## config.mk

```make
export PLATFORM = sky130hd
export DESIGN_NAME = exec_control
export DESIGN_NICKNAME = d
export VERILOG_FILES = /design/src/rtl/exec_control.sv
export SDC_FILE = /design/constraint.sdc
export NUM_CORES = 1
export LEC_CHECK = 0
export CAP_MARGIN = 20
export CELL_PAD_IN_SITES_DETAIL_PLACEMENT = 2
export CELL_PAD_IN_SITES_GLOBAL_PLACEMENT = 2
export CORE_ASPECT_RATIO = 1.5
export CORE_MARGIN = 2
export CORE_UTILIZATION = 32
export DETAILED_ROUTE_END_ITERATION = 6
export PLACE_DENSITY_LB_ADDON = 0.1
export SYNTH_ARGS = -nofsm -noshare
export SYNTH_HDL_FRONTEND = slang
export SYNTH_SLANG_ARGS = --single-unit
```

## constraint.sdc

```tcl
create_clock -name clk -period 3.8 [get_ports clk]
set_input_delay 0.76 -clock clk [delete_from_list [all_inputs] [get_ports clk]]
set_output_delay 0.76 -clock clk [all_outputs]
set_load 0.01 [all_outputs]
```

## src/rtl/exec_control.sv

```systemverilog
// exec_control: two-state issue/writeback controller in front of the combinational ALU.
// Owns an 8-entry register file (R0 hard-wired to zero), the stored C/S/O/Z flags
// and the program counter. One instruction completes every two cycles:
// an accept edge in IDLE, then an execute edge in EXEC.
module exec_control #(
   parameter int BITS_DATA = 32,
   parameter int BITS_PC   = 8
) (
   input  logic                 clk,
   input  logic                 reset_n,
   input  logic [31:0]          instr,
   input  logic                 instr_valid,
   output logic                 instr_ready,
   output logic [4:0]           alu_opcode,
   output logic [BITS_DATA-1:0] alu_a,
   output logic [BITS_DATA-1:0] alu_b,
   input  logic [BITS_DATA-1:0] alu_resultado,
   input  logic                 alu_C,
   input  logic                 alu_S,
   input  logic                 alu_O,
   input  logic                 alu_Z,
   output logic [3:0]           flags,
   output logic [BITS_PC-1:0]   pc,
   output logic                 halted,
   output logic                 illegal,
   input  logic [2:0]           dbg_addr,
   output logic [BITS_DATA-1:0] dbg_data
);

   // Opcode encoding shared with the ALU.
   localparam logic [4:0] OP_NOP = 5'd0;
   localparam logic [4:0] OP_NOT = 5'd1;
   localparam logic [4:0] OP_AND = 5'd2;
   localparam logic [4:0] OP_OR  = 5'd3;
   localparam logic [4:0] OP_XOR = 5'd4;
   localparam logic [4:0] OP_NEG = 5'd5;
   localparam logic [4:0] OP_ADD = 5'd6;
   localparam logic [4:0] OP_SUB = 5'd7;
   localparam logic [4:0] OP_MUL = 5'd8;
   localparam logic [4:0] OP_DIV = 5'd9;
   localparam logic [4:0] OP_MOD = 5'd10;
   localparam logic [4:0] OP_LD  = 5'd11;
   localparam logic [4:0] OP_STR = 5'd12;
   localparam logic [4:0] OP_JMP = 5'd13;
   localparam logic [4:0] OP_JC  = 5'd14;
   localparam logic [4:0] OP_JS  = 5'd15;
   localparam logic [4:0] OP_JO  = 5'd16;
   localparam logic [4:0] OP_JZ  = 5'd17;
   localparam logic [4:0] OP_HLT = 5'd18;

   localparam logic [BITS_DATA-1:0] DATA_ZERO = {BITS_DATA{1'b0}};
   localparam logic [BITS_PC-1:0]   PC_ZERO   = {BITS_PC{1'b0}};
   localparam logic [BITS_PC-1:0]   PC_ONE    = {{(BITS_PC-1){1'b0}}, 1'b1};

   typedef enum logic [1:0] {
      ST_IDLE = 2'd0,
      ST_EXEC = 2'd1,
      ST_HALT = 2'd2
   } state_t;

   // Opcodes outside the supported set execute as NOP and raise illegal.
   function automatic logic is_illegal(input logic [4:0] op);
      logic ill;
      case (op)
         OP_NOP, OP_NOT, OP_AND, OP_OR, OP_NEG, OP_ADD, OP_SUB,
         OP_LD, OP_JMP, OP_JC, OP_JS, OP_JO, OP_JZ, OP_HLT: ill = 1'b0;
         default:                                           ill = 1'b1;
      endcase
      return ill;
   endfunction

   state_t                 state_r;
   state_t                 state_s;
   logic [31:0]            ir_r;
   logic [BITS_DATA-1:0]   regs_r [8];
   logic [3:0]             flags_r;
   logic [BITS_PC-1:0]     pc_r;
   logic                   ready_r;
   logic                   halted_r;
   logic                   illegal_r;
   logic [4:0]             alu_opcode_r;

   logic [4:0]             op_s;
   logic [2:0]             rd_s;
   logic [2:0]             ra_s;
   logic [2:0]             rb_s;
   logic [17:0]            imm_s;
   logic [BITS_PC-1:0]     target_s;
   logic                   accept_s;
   logic                   wr_en_s;
   logic [BITS_DATA-1:0]   wr_data_s;
   logic                   flags_we_s;
   logic [BITS_PC-1:0]     pc_s;

   assign op_s     = ir_r[31:27];
   assign rd_s     = ir_r[26:24];
   assign ra_s     = ir_r[23:21];
   assign rb_s     = ir_r[20:18];
   assign imm_s    = ir_r[17:0];
   assign target_s = imm_s[BITS_PC-1:0];

   assign instr_ready = ready_r;
   assign halted      = halted_r;
   assign illegal     = illegal_r;
   assign alu_opcode  = alu_opcode_r;
   assign flags       = flags_r;
   assign pc          = pc_r;

   // Combinational register-file read ports; R0 always reads as zero.
   always_comb begin
      alu_a    = (ra_s == 3'd0)     ? DATA_ZERO : regs_r[ra_s];
      alu_b    = (rb_s == 3'd0)     ? DATA_ZERO : regs_r[rb_s];
      dbg_data = (dbg_addr == 3'd0) ? DATA_ZERO : regs_r[dbg_addr];
   end

   // Next-state logic: accept in IDLE, execute once, park forever in HALT.
   always_comb begin
      state_s  = state_r;
      accept_s = 1'b0;
      case (state_r)
         ST_IDLE: begin
            if (instr_valid) begin
               state_s  = ST_EXEC;
               accept_s = 1'b1;
            end else begin
               state_s  = ST_IDLE;
            end
         end
         ST_EXEC: begin
            if (op_s == OP_HLT) begin
               state_s = ST_HALT;
            end else begin
               state_s = ST_IDLE;
            end
         end
         ST_HALT: state_s = ST_HALT;
         default: state_s = ST_IDLE;
      endcase
   end

   // Execute decode: writeback data, flag update enable and next pc for ir.
   always_comb begin
      wr_en_s    = 1'b0;
      wr_data_s  = DATA_ZERO;
      flags_we_s = 1'b0;
      pc_s       = pc_r + PC_ONE;
      case (op_s)
         OP_NOT, OP_AND, OP_OR, OP_NEG, OP_ADD, OP_SUB: begin
            wr_en_s    = 1'b1;
            wr_data_s  = alu_resultado;
            flags_we_s = 1'b1;
         end
         OP_LD: begin
            wr_en_s   = 1'b1;
            wr_data_s = {{(BITS_DATA-18){1'b0}}, imm_s};
         end
         OP_JMP: pc_s = target_s;
         OP_JC: begin
            if (flags_r[3]) pc_s = target_s; else pc_s = pc_r + PC_ONE;
         end
         OP_JS: begin
            if (flags_r[2]) pc_s = target_s; else pc_s = pc_r + PC_ONE;
         end
         OP_JO: begin
            if (flags_r[1]) pc_s = target_s; else pc_s = pc_r + PC_ONE;
         end
         OP_JZ: begin
            if (flags_r[0]) pc_s = target_s; else pc_s = pc_r + PC_ONE;
         end
         OP_HLT:  pc_s = pc_r;
         default: pc_s = pc_r + PC_ONE;
      endcase
   end

   // State register and registered, state-derived handshake/status outputs.
   always_ff @(posedge clk) begin
      if (!reset_n) begin
         state_r      <= ST_IDLE;
         ready_r      <= 1'b1;
         halted_r     <= 1'b0;
         illegal_r    <= 1'b0;
         alu_opcode_r <= OP_NOP;
      end else begin
         state_r  <= state_s;
         ready_r  <= (state_s == ST_IDLE);
         halted_r <= (state_s == ST_HALT);
         if (accept_s) begin
            illegal_r    <= is_illegal(instr[31:27]);
            alu_opcode_r <= instr[31:27];
         end else begin
            illegal_r    <= 1'b0;
            alu_opcode_r <= OP_NOP;
         end
      end
   end

   // Datapath state: instruction latch, register-file write, flags and pc.
   always_ff @(posedge clk) begin
      if (!reset_n) begin
         ir_r    <= 32'd0;
         flags_r <= 4'd0;
         pc_r    <= PC_ZERO;
         for (int i = 0; i < 8; i++) begin
            regs_r[i] <= DATA_ZERO;
         end
      end else begin
         if (accept_s) begin
            ir_r <= instr;
         end else begin
            ir_r <= ir_r;
         end
         if (state_r == ST_EXEC) begin
            pc_r <= pc_s;
            if (flags_we_s) begin
               flags_r <= {alu_C, alu_S, alu_O, alu_Z};
            end else begin
               flags_r <= flags_r;
            end
            if (wr_en_s && (rd_s != 3'd0)) begin
               regs_r[rd_s] <= wr_data_s;
            end else begin
               regs_r[rd_s] <= regs_r[rd_s];
            end
         end else begin
            pc_r <= pc_r;
         end
      end
   end

endmodule

```

==> summary.md, run 1 <==
| Metric | Value |
|---|---|
| Crit Path Class | register to output port |
| Switching Share | a little over a quarter |
| Worst setup margin | ~0.18 ns |
| CTS Buffer Depth | 3 |
| Leak pwr | roughly 7 nW |
| CTS Buf Count | 35 |
| Total die area | 54700 um2 |
| Root Buffer | clkbuf_16 |
| Async S/R FF share, synth | 0% |
| Initial core utilization | between 30 and 40% |
| Hpwl dp | between 40 and 50 mm |
| Layout area overhead | 24.7% |
| Arrival time worst endpoint | 2.86 ns |
| CP Launch Type | register |
| Slowest stage cell, crit path | dfxtp_4 |
| Worst Setup End Kind | output port |
| Synth Flop Type | edfxtp_1 |
| RSZ-0062 raised after global routing | false |
| P_sw | around 2.3 mW |
| First-pass GRT wire length | around 94 mm |
| Seq cells post-synth | between 300 and 400 |
| Post-synthesis sequential area ratio | 52.6% |
| Distinct cells, synth | 47 |
| Fmax | ~0.28 GHz |
| Core Area | between 50000 and 60000 um2 |
| Ratio of final minimum period to clock period | 95.4% |
| Syn Inst Count | roughly 1300 |
| Util after Layout | 40.2% |
| Fin cells | ~2200 |
| Post-Syn Area | roughly 17000 um2 |
| Worst Path Required | around 3.0 ns |
| Initial antenna violation count | 4 |
| Sequential share of power | a little under half |
| Via count | roughly 12000 |
| Status | completed |
| Nets | 1605 |
| Max Clock Skew | ~0.022 ns |
| Pwr dens | around 420 nW/um2 |
| Number of vias per cell | 5.51 |
| Die Y | around 290 um |
| GRT Total Usage | about a quarter |
| Placer Congestion | around 0.76 |
| Routed wire length | between 60 and 70 mm |
| Logic gate share of total power | about 16% |
| Share of cells above drive strength 1 | between 20% and 30% |
| HP Class | register to register |
| Setup TNS | 0 ns |
| Clock Sinks | 316 |
| Maximum fanout along the worst path | 22 |
| Syn avg cell area | ~13 um2 |
| Max-slew violations | 0 |
| Largest net degree at the start of global routing | 41 |
| Setup-failing EPs final | 0 |
| I/O pin cnt | 190 |
| Worst-skew pair later-pin latency | between 0.5 and 0.6 ns |
| Die X-Extent | 192 um |
| Worst VDD drop | between 0.0002 and 0.0003 V |
| Drt drc | 0 |
| Clock power frac | around two fifths |
| Fin. Hold Viols | 0 |
| Rows | 103 |
| Critical path, cell by cell | buf_12 -> mux4_2 -> mux2i_1 -> nor2_1 -> clkdlybuf4s50_1 |
| H-tree lvl count | 2 |
| Worst-margin pin slew | 1.08 ns |
| Synth Warn # | 0 |
| Minimum clock period after layout | approximately 3.6 ns |
| Pre-antenna DRT Iters | 5 |
| Clock-pin slew on the worst setup and hold paths | approximately 0.060 ns |
| Internal power | approximately 6.5 mW |
| Post-DR wirelength/cell | 28.1 um |
| Post-synth EDFFs | 256 |
| Placed Cells | ~2200 |
| Post-Place Worst Slack | about 0.40 ns |
| Routed Antenna Nets | 0 |
| Total gr overflow | 0 |
| Number of hold buffers added after cts | 0 |
| 1st-iter DRT viols | 745 |
| CP max stage delay | around 0.60 ns |
| Post-CTS setup buffers | 0 |
| Fillers | around 5200 |
| CTS resizes | 0 |
| N_diodes | 0 |
| CTS tree | done |
| Port bufs | 189 |
| Vias in the first global route | about 14000 |
| Max transition margin | between 20% and 30% |
| Max-Cap Viols | 0 |
registers in the layout (all words and copies together), names as in the netlist, named ones only:
name / count
state_r: 2
regs_r: 256
flags: 4
instr_ready: 1
pc: 8
illegal: 1
halted: 1
alu_opcode: 5
ir_r: 32
worst paths after layout:
path	start	depth (start not counted)	slack, ns	end
max	register	5	0.18	alu_b[10]
min	ir_r[10]	2	0.46	ir_r[10]
max reg2reg	ir_r[30]	7	1.07	regs_r[4][3]
min reg2reg	ir_r[10]	2	0.46	ir_r[10]
routing by layer:
layer	global-route usage, %	share of wire (%)
met1	27.9	39
met2	44.1	55
met3	3.10	4.0
met4	6.19	2.3
met5	0	0.057
power groups by stage:
| stage | clock network (mW) | registers [mW] | logic [mW] |
|---|---|---|---|
| floorplan | 0 | 4.01 | 0.801 |
| global placement | 0 | 4.08 | 1.43 |
| detailed placement | 0 | 4.10 | 1.45 |
| CTS | 3.49 | 4.02 | 1.46 |
| global route | 3.60 | 4.04 | 1.53 |
| finish | 3.40 | 4.02 | 1.42 |
kinds of logic (layout without fill, tap and decap cells):
kind of cell / after synthesis / in the layout / share of synthesized area [%]
DFF: 316 / 316 / 52.6
adders and majority gates: 1 / 1 / 0.0741
and+or+nand+nor: 480 / 480 / 11.4
other: 1 / 32 / 0.0222
muxes: 262 / 262 / 27.6
buffers and inverters: 117 / 318 / 2.84
AOI/OAI and AO/OA: 147 / 147 / 5.42
layout by cell type, fill, tap and decap left out, types with 5 or more instances in the layout:
cell               n
nand2_1          126
o21ai_0           33
and3_1             5
buf_4             54
clkbuf_1          11
clkinv_2           6
dfxtp_1           54
clkinv_1           5
mux2_2            33
a22oi_1           49
buf_12            11
mux2i_1           69
clkdlybuf4s50_1  186
conb_1            32
mux4_2           160
nand3_1            7
clkbuf_16         37
a21oi_1           46
nand2_2            8
nor2_1           300
edfxtp_1         256
critical path, delay by kind of cell, from the launching register on:
family / cells / cell delay (ns)
buf+inv: 2 / 0.79
mux: 2 / 0.84
simple gates: 1 / 0.09
flops: 1 / 0.60
synthesized netlist by cell type (2+ instances only):
library cell / instances / area share, %
and3_1: 5 / 0.19
nand3b_1: 4 / 0.18
nand4_1: 2 / 0.074
a22oi_1: 49 / 2.2
nor3_1: 5 / 0.15
clkbuf_1: 72 / 1.6
mux4_2: 160 / 21
buf_1: 17 / 0.38
edfxtp_1: 256 / 46
o22ai_1: 4 / 0.15
nand2b_1: 4 / 0.15
or2_2: 2 / 0.074
o21ai_0: 33 / 0.98
or3_1: 2 / 0.074
mux2i_1: 69 / 4.1
nor2_1: 301 / 6.7
mux2_2: 33 / 2.2
a21oi_1: 46 / 1.4
dfxtp_1: 60 / 7.1
inv_1: 2 / 0.044
a31oi_1: 4 / 0.15
nand2_1: 134 / 3.0
and2_1: 2 / 0.074
or4b_1: 2 / 0.12
nand3_1: 8 / 0.24
buf_2: 23 / 0.68
nor2b_1: 5 / 0.19
cell type report:
cell class / count / area, um2 / area share (%)
Sequential cell: 316 / 8910 / 42.3
Tap cell: 682 / 853 / 4.05
Inverter: 3 / 12.5 / 0.0594
Clock inverter: 13 / 110 / 0.523
Timing Repair Buffer: 252 / 2490 / 11.8
Clock buffer: 50 / 995 / 4.72
Multi-Input combinational cell: 922 / 7690 / 36.5
through the flow:
step                total power, mW  cell area (um2)  hold WS, ns
floorplan                      4.81            17000        0.437
global placement               5.52            20000        0.448
detailed placement             5.55            20000        0.452
CTS                            8.97            21100        0.459
global route                   9.17            21100        0.487
finish                         8.85            21100        0.459
Note: power is estimated with default switching activity, not from simulation.
==> run 2, diff against run 1 <==
--- a/config.mk
+++ b/config.mk
@@ -9,10 +9,12 @@
 export CELL_PAD_IN_SITES_DETAIL_PLACEMENT = 2
 export CELL_PAD_IN_SITES_GLOBAL_PLACEMENT = 2
 export CORE_ASPECT_RATIO = 1.5
-export CORE_MARGIN = 2
+export CORE_MARGIN = 5
 export CORE_UTILIZATION = 32
 export DETAILED_ROUTE_END_ITERATION = 6
+export GPL_ROUTABILITY_DRIVEN = 0
 export PLACE_DENSITY_LB_ADDON = 0.1
+export SKIP_CTS_REPAIR_TIMING = 1
 export SYNTH_ARGS = -nofsm -noshare
 export SYNTH_HDL_FRONTEND = slang
 export SYNTH_SLANG_ARGS = --single-unit
==> summary.md, run 2 (synthesized netlist as in run 1, its figures left out) <==
| Metric | Value |
|---|---|
| Fmax | 0.281 GHz |
| Die Y | 291 um |
| Clock Sinks | roughly 320 |
| Total die area | ~58000 um2 |
| Worst Setup End Kind | output port |
| Status | completed |
| Pwr dens | 422 nW/um2 |
| Minimum clock period after layout | 3.55 ns |
| Max transition margin | ~32% |
| Root Buffer | clkbuf_16 |
| Sequential share of power | around 45% |
| Clock power frac | 39.0% |
| Worst setup margin | roughly 0.25 ns |
| Max-slew violations | 0 |
| Drt drc | 0 |
| Max-Cap Viols | 0 |
| Maximum fanout along the worst path | 32 |
| GRT Total Usage | between 20% and 30% |
| Routed Antenna Nets | 0 |
| Initial core utilization | about 32% |
| Hpwl dp | between 40 and 50 mm |
| Die X-Extent | between 150 and 200 um |
| Max layer used | met5 |
| Port bufs | between 150 and 200 |
| Initial antenna violation count | 4 |
| Leak pwr | 6.94 nW |
| 1st-iter DRT viols | between 600 and 700 |
| Layout area overhead | 25.8% |
| Setup-failing EPs final | 0 |
| Worst-skew pair later-pin latency | about 0.54 ns |
| Worst VDD drop | roughly 0.00027 V |
| Fin. Hold Viols | 0 |
| Commonest non-fill, non-tap cells in the layout | nor2_1, edfxtp_1, clkdlybuf4s50_1, mux4_2, nand2_1 |
| RSZ-0062 raised after global routing | false |
| First-pass GRT wire length | around 95 mm |
| Total gr overflow | 0 |
| DR WL met2 | between 30 and 40 mm |
| Routed wire length | between 60 and 70 mm |
| Most common cell after layout, fill and taps aside | nor2_1 |
| Post-Place Worst Slack | 0.200 ns |
| Arrival time worst endpoint | between 2 and 3 ns |
| P_sw | ~2.4 mW |
| DRT met1 WL | ~24 mm |
| Largest register FFs | ~260 |
| Via count | roughly 12000 |
| Logic gate share of total power | between 10% and 20% |
| Vias in the first global route | ~14000 |
| H-tree lvl count | 2 |
| Core Area | 52500 um2 |
| Clock-pin slew on the worst setup and hold paths | about 0.060 ns |
| Internal power | 6.62 mW |
| Rows | about 100 |
| Worst-margin pin slew | approximately 1 ns |
| CTS tree | done |
| I/O pin cnt | 190 |
| Setup TNS | 0 ns |
| Largest net degree at the start of global routing | between 40 and 50 |
| Worst Path Required | 3.04 ns |
| CTS Buf Count | 36 |
| CTS Buffer Depth | 3 |
| HP Class | register to register |
| Share of cells above drive strength 1 | roughly 22% |
| Nets | about 1600 |
| Max Clock Skew | about 0.018 ns |
| CP Launch Type | register |
| Worst R2R Path Depth | 7 |
| Post-DR wirelength/cell | between 20 and 30 um |
| Crit Path Class | register to output port |
| Pre-antenna DRT Iters | 5 |
| WL met3 | slightly below 3 mm |
| Switching Share | around a quarter |
| Top reg by flops | regs_r |
| Ratio of final minimum period to clock period | between 90% and 100% |
| Hold path depth | 2 |
| Number of vias per cell | around 5.5 |
==> run 2: cell count changes in the layout (fill, tap and decap cells not counted) <==
cell and delta:
buf_12 +7, buf_4 -2, bufinv_16 +1, clkbuf_1 -5, clkbuf_16 +1, clkbuf_8 -2, clkinv_1 +1, clkinv_2 +2
clkinvlp_4 +3, diode_2 +2, inv_4 -1, inv_6 +2
==> run 2: metrics by stage <==
step                      total power, mW  cell area, um2  std cells  hold WS, ns  util, %
after floorplan                      4.81           17000       1355        0.437        -
after global routing                 9.33           21200       2246        0.483     40.5
after CTS                            9.10           21200       2237        0.465     40.4
after detailed placement             5.56           20000       2172        0.457     38.2
after global placement               5.54           20000       2172        0.446     38.2
final                                8.97           21300       2247        0.464     40.5
==> run 2: area by class of cell <==
cell class	instances	area, um2
Tap cell	682	853
Multi-Input combinational cell	922	7690
Fill cell	5292	31200
Antenna cell	2	5.00
Clock inverter	21	188
Timing Repair Buffer	257	2620
Sequential cell	316	8910
Clock buffer	44	973
Inverter	3	12.5
==> run 2: worst paths after layout <==
kind	slack, ns	from	end
setup / recovery	0.25	register	alu_a[31]
hold / removal	0.46	ir_r[11]	ir_r[11]
setup reg to reg	1.17	ir_r[27]	regs_r[5][15]
hold reg to reg	0.46	ir_r[11]	ir_r[11]
==> run 2: power by group through the flow <==
stage / Combinational [mW] / Sequential (mW) / Clock [mW]
finish: 1.46 / 4.01 / 3.50
global placement: 1.46 / 4.08 / 0
detailed placement: 1.47 / 4.09 / 0
global route: 1.56 / 4.03 / 3.74
CTS: 1.48 / 4.02 / 3.60
floorplan: 0.801 / 4.01 / 0
==> run 2: critical path: stages (launching register included) <==
cell,delay [ns]
dfxtp_4,0.52
buf_12,0.33
mux4_2,0.56
mux2i_1,0.25
nor2_1,0.07
clkdlybuf4s50_1,0.51
==> run 2: metal layers <==
metal  up-vias  track usage (%)
li1       5392                -
met1      6597             25.5
met2       305             42.4
met3        82             3.59
met4         2             6.32
met5         -                0
==> run 3, diff against run 2 <==
--- a/config.mk
+++ b/config.mk
@@ -11,6 +11,7 @@
 export CORE_ASPECT_RATIO = 1.5
 export CORE_MARGIN = 5
 export CORE_UTILIZATION = 32
+export CTS_CLUSTER_DIAMETER = 40
 export DETAILED_ROUTE_END_ITERATION = 6
 export GPL_ROUTABILITY_DRIVEN = 0
 export PLACE_DENSITY_LB_ADDON = 0.1
==> summary.md, run 3 (synthesized netlist as in run 1, its figures left out) <==
| Metric | Value |
|---|---|
| Port bufs | 189 |
| Switching Share | between 20% and 30% |
| Fillers | about 5300 |
| Sequential share of power | between 30% and 40% |
| Critical path, cell by cell | buf_12 -> mux4_2 -> mux2i_1 -> nor2_1 -> clkdlybuf4s50_1 |
| I/O pin cnt | 190 |
| First-pass GRT wire length | between 90 and 100 mm |
| Drt drc | 0 |
| Top reg by flops | regs_r |
| Clock Sinks | 316 |
| Clock power frac | a little under half |
| Slowest stage cell, crit path | mux4_2 |
| Delay-heaviest family, CP | buffers and inverters |
| H-tree lvl count | 2 |
| Arrival time worst endpoint | roughly 2.9 ns |
| Max transition margin | between 30% and 40% |
| CP max stage delay | about 0.56 ns |
| Max Clock Skew | ~0.024 ns |
| Routed Antenna Nets | 0 |
| Total die area | 57600 um2 |
| Internal power | about 7.5 mW |
| Minimum clock period after layout | about 3.6 ns |
| Largest net degree at the start of global routing | 42 |
| Rows | slightly above 100 |
| Commonest non-fill, non-tap cells in the layout | nor2_1, edfxtp_1, clkdlybuf4s50_1, mux4_2, nand2_1 |
| HP Class | register to register |
| Status | completed |
| Max-Cap Viols | 0 |
| Largest register FFs | 256 |
| Number of vias per cell | between 5 and 6 |
| Max-slew violations | 0 |
| Hold Slack | between 0.4 and 0.5 ns |
| Post-DR wirelength/cell | between 20 and 30 um |
| Dpl cell area | 20000 um2 |
| Worst VDD drop | roughly 0.00027 V |
| Initial core utilization | between 30% and 40% |
| Worst Path Required | just over 3 ns |
| GRT Total Usage | approximately 23% |
| Worst-skew pair later-pin latency | 0.56 ns |
| P_sw | between 2 and 3 mW |
| Leak pwr | just over 7 nW |
| Fin. Hold Viols | 0 |
| Total gr overflow | 0 |
| Hpwl dp | around 43 mm |
| Most common cell after layout, fill and taps aside | nor2_1 |
| Die X-Extent | 198 um |
| Vias in the first global route | between 10000 and 15000 |
| Pre-antenna DRT Iters | 5 |
| Initial antenna violation count | 4 |
| Nets | 1622 |
| CTS Buffer Depth | 3 |
| CTS tree | done |
| Core Area | roughly 52000 um2 |
| Via count | ~12000 |
| Setup-failing EPs final | 0 |
| Setup TNS | 0 ns |
| Layout area overhead | 29.0% |
| CTS Buf Count | 47 |
| Pwr dens | 466 nW/um2 |
| Routed wire length | 65.4 mm |
| 1st-iter DRT viols | roughly 600 |
| CP Launch Type | register |
| Share of cells above drive strength 1 | a little under a quarter |
| Clock-pin slew on the worst setup and hold paths | approximately 0.060 ns |
| Util after Layout | between 40% and 50% |
| Ratio of final minimum period to clock period | between 90% and 100% |
| Worst Setup End Kind | output port |
| Post-route cell area | 21800 um2 |
| Logic gate share of total power | ~14% |
| Worst-margin pin slew | approximately 1.0 ns |
| Die Y | approximately 290 um |
| Maximum fanout along the worst path | 32 |
| RSZ-0062 raised after global routing | false |
| Crit path buf inv count | 2 |
| Crit Path Class | register to output port |
| Root Buffer | clkbuf_16 |
| Fmax | around 0.28 GHz |
[run 3: changes by cell type in the layout (fill, tap and decap cells not counted), moves of 3 or more]
cell and change:
bufinv_16 +3, clkinv_1 -3, inv_8 +7, inv_6 +5, clkinv_2 -7, clkbuf_1 -3, clkbuf_16 +13
[run 3: per-layer routing]
layer	global-route usage, %	up-vias	wire length, um
met5	0	-	13
met4	7.46	2	2100
met3	3.74	106	3330
met2	42.4	358	35600
met1	25.7	6569	24300
li1	-	5434	-
[run 3: path summary, 6_finish.rpt]
kind | from | end | slack (ns) | cells after the start
max | register | alu_a[28] | 0.18 | 5
min | ir_r[11] | ir_r[11] | 0.46 | 2
max reg2reg | ir_r[27] | regs_r[5][25] | 1.17 | 7
min reg2reg | ir_r[11] | ir_r[11] | 0.46 | 2
[run 3: metrics by stage]
step                      setup WS, ns  total power [mW]  std cells
final                            0.183              10.2       2267
after CTS                      -0.0210              10.3       2257
after detailed placement         0.200              5.56       2172
after global placement           0.177              5.54       2172
after global routing            0.0880              10.5       2266
after floorplan                  0.991              4.81       1355
[run 3: cell type report]
class / instances / area, um2 / area share (%)
timing repair buffer: 257 / 2640 / 12.1
inverter: 3 / 12.5 / 0.0574
sequential: 316 / 8910 / 40.9
antenna: 2 / 5.00 / 0.0230
multi-input combinational: 922 / 7690 / 35.3
tap: 682 / 853 / 3.92
clock buffer: 54 / 1290 / 5.91
clock inverter: 31 / 392 / 1.80
[run 3: power groups by stage]
stage | registers [mW] | clock network [mW] | logic [mW]
after floorplan | 4.01 | 0 | 0.801
after global placement | 4.08 | 0 | 1.46
after detailed placement | 4.09 | 0 | 1.47
after CTS | 4.02 | 4.78 | 1.48
after global routing | 4.03 | 4.92 | 1.57
final | 4.01 | 4.67 | 1.47
[run 3: worst reg2reg max path, stage by stage (launching register included)]
cell	delay (ns)
dfxtp_1	0.49
nor2_1	0.16
nor3_4	0.14
buf_4	0.48
o2111a_1	0.36
nand3b_1	0.15
nand2_2	0.11
buf_4	0.36
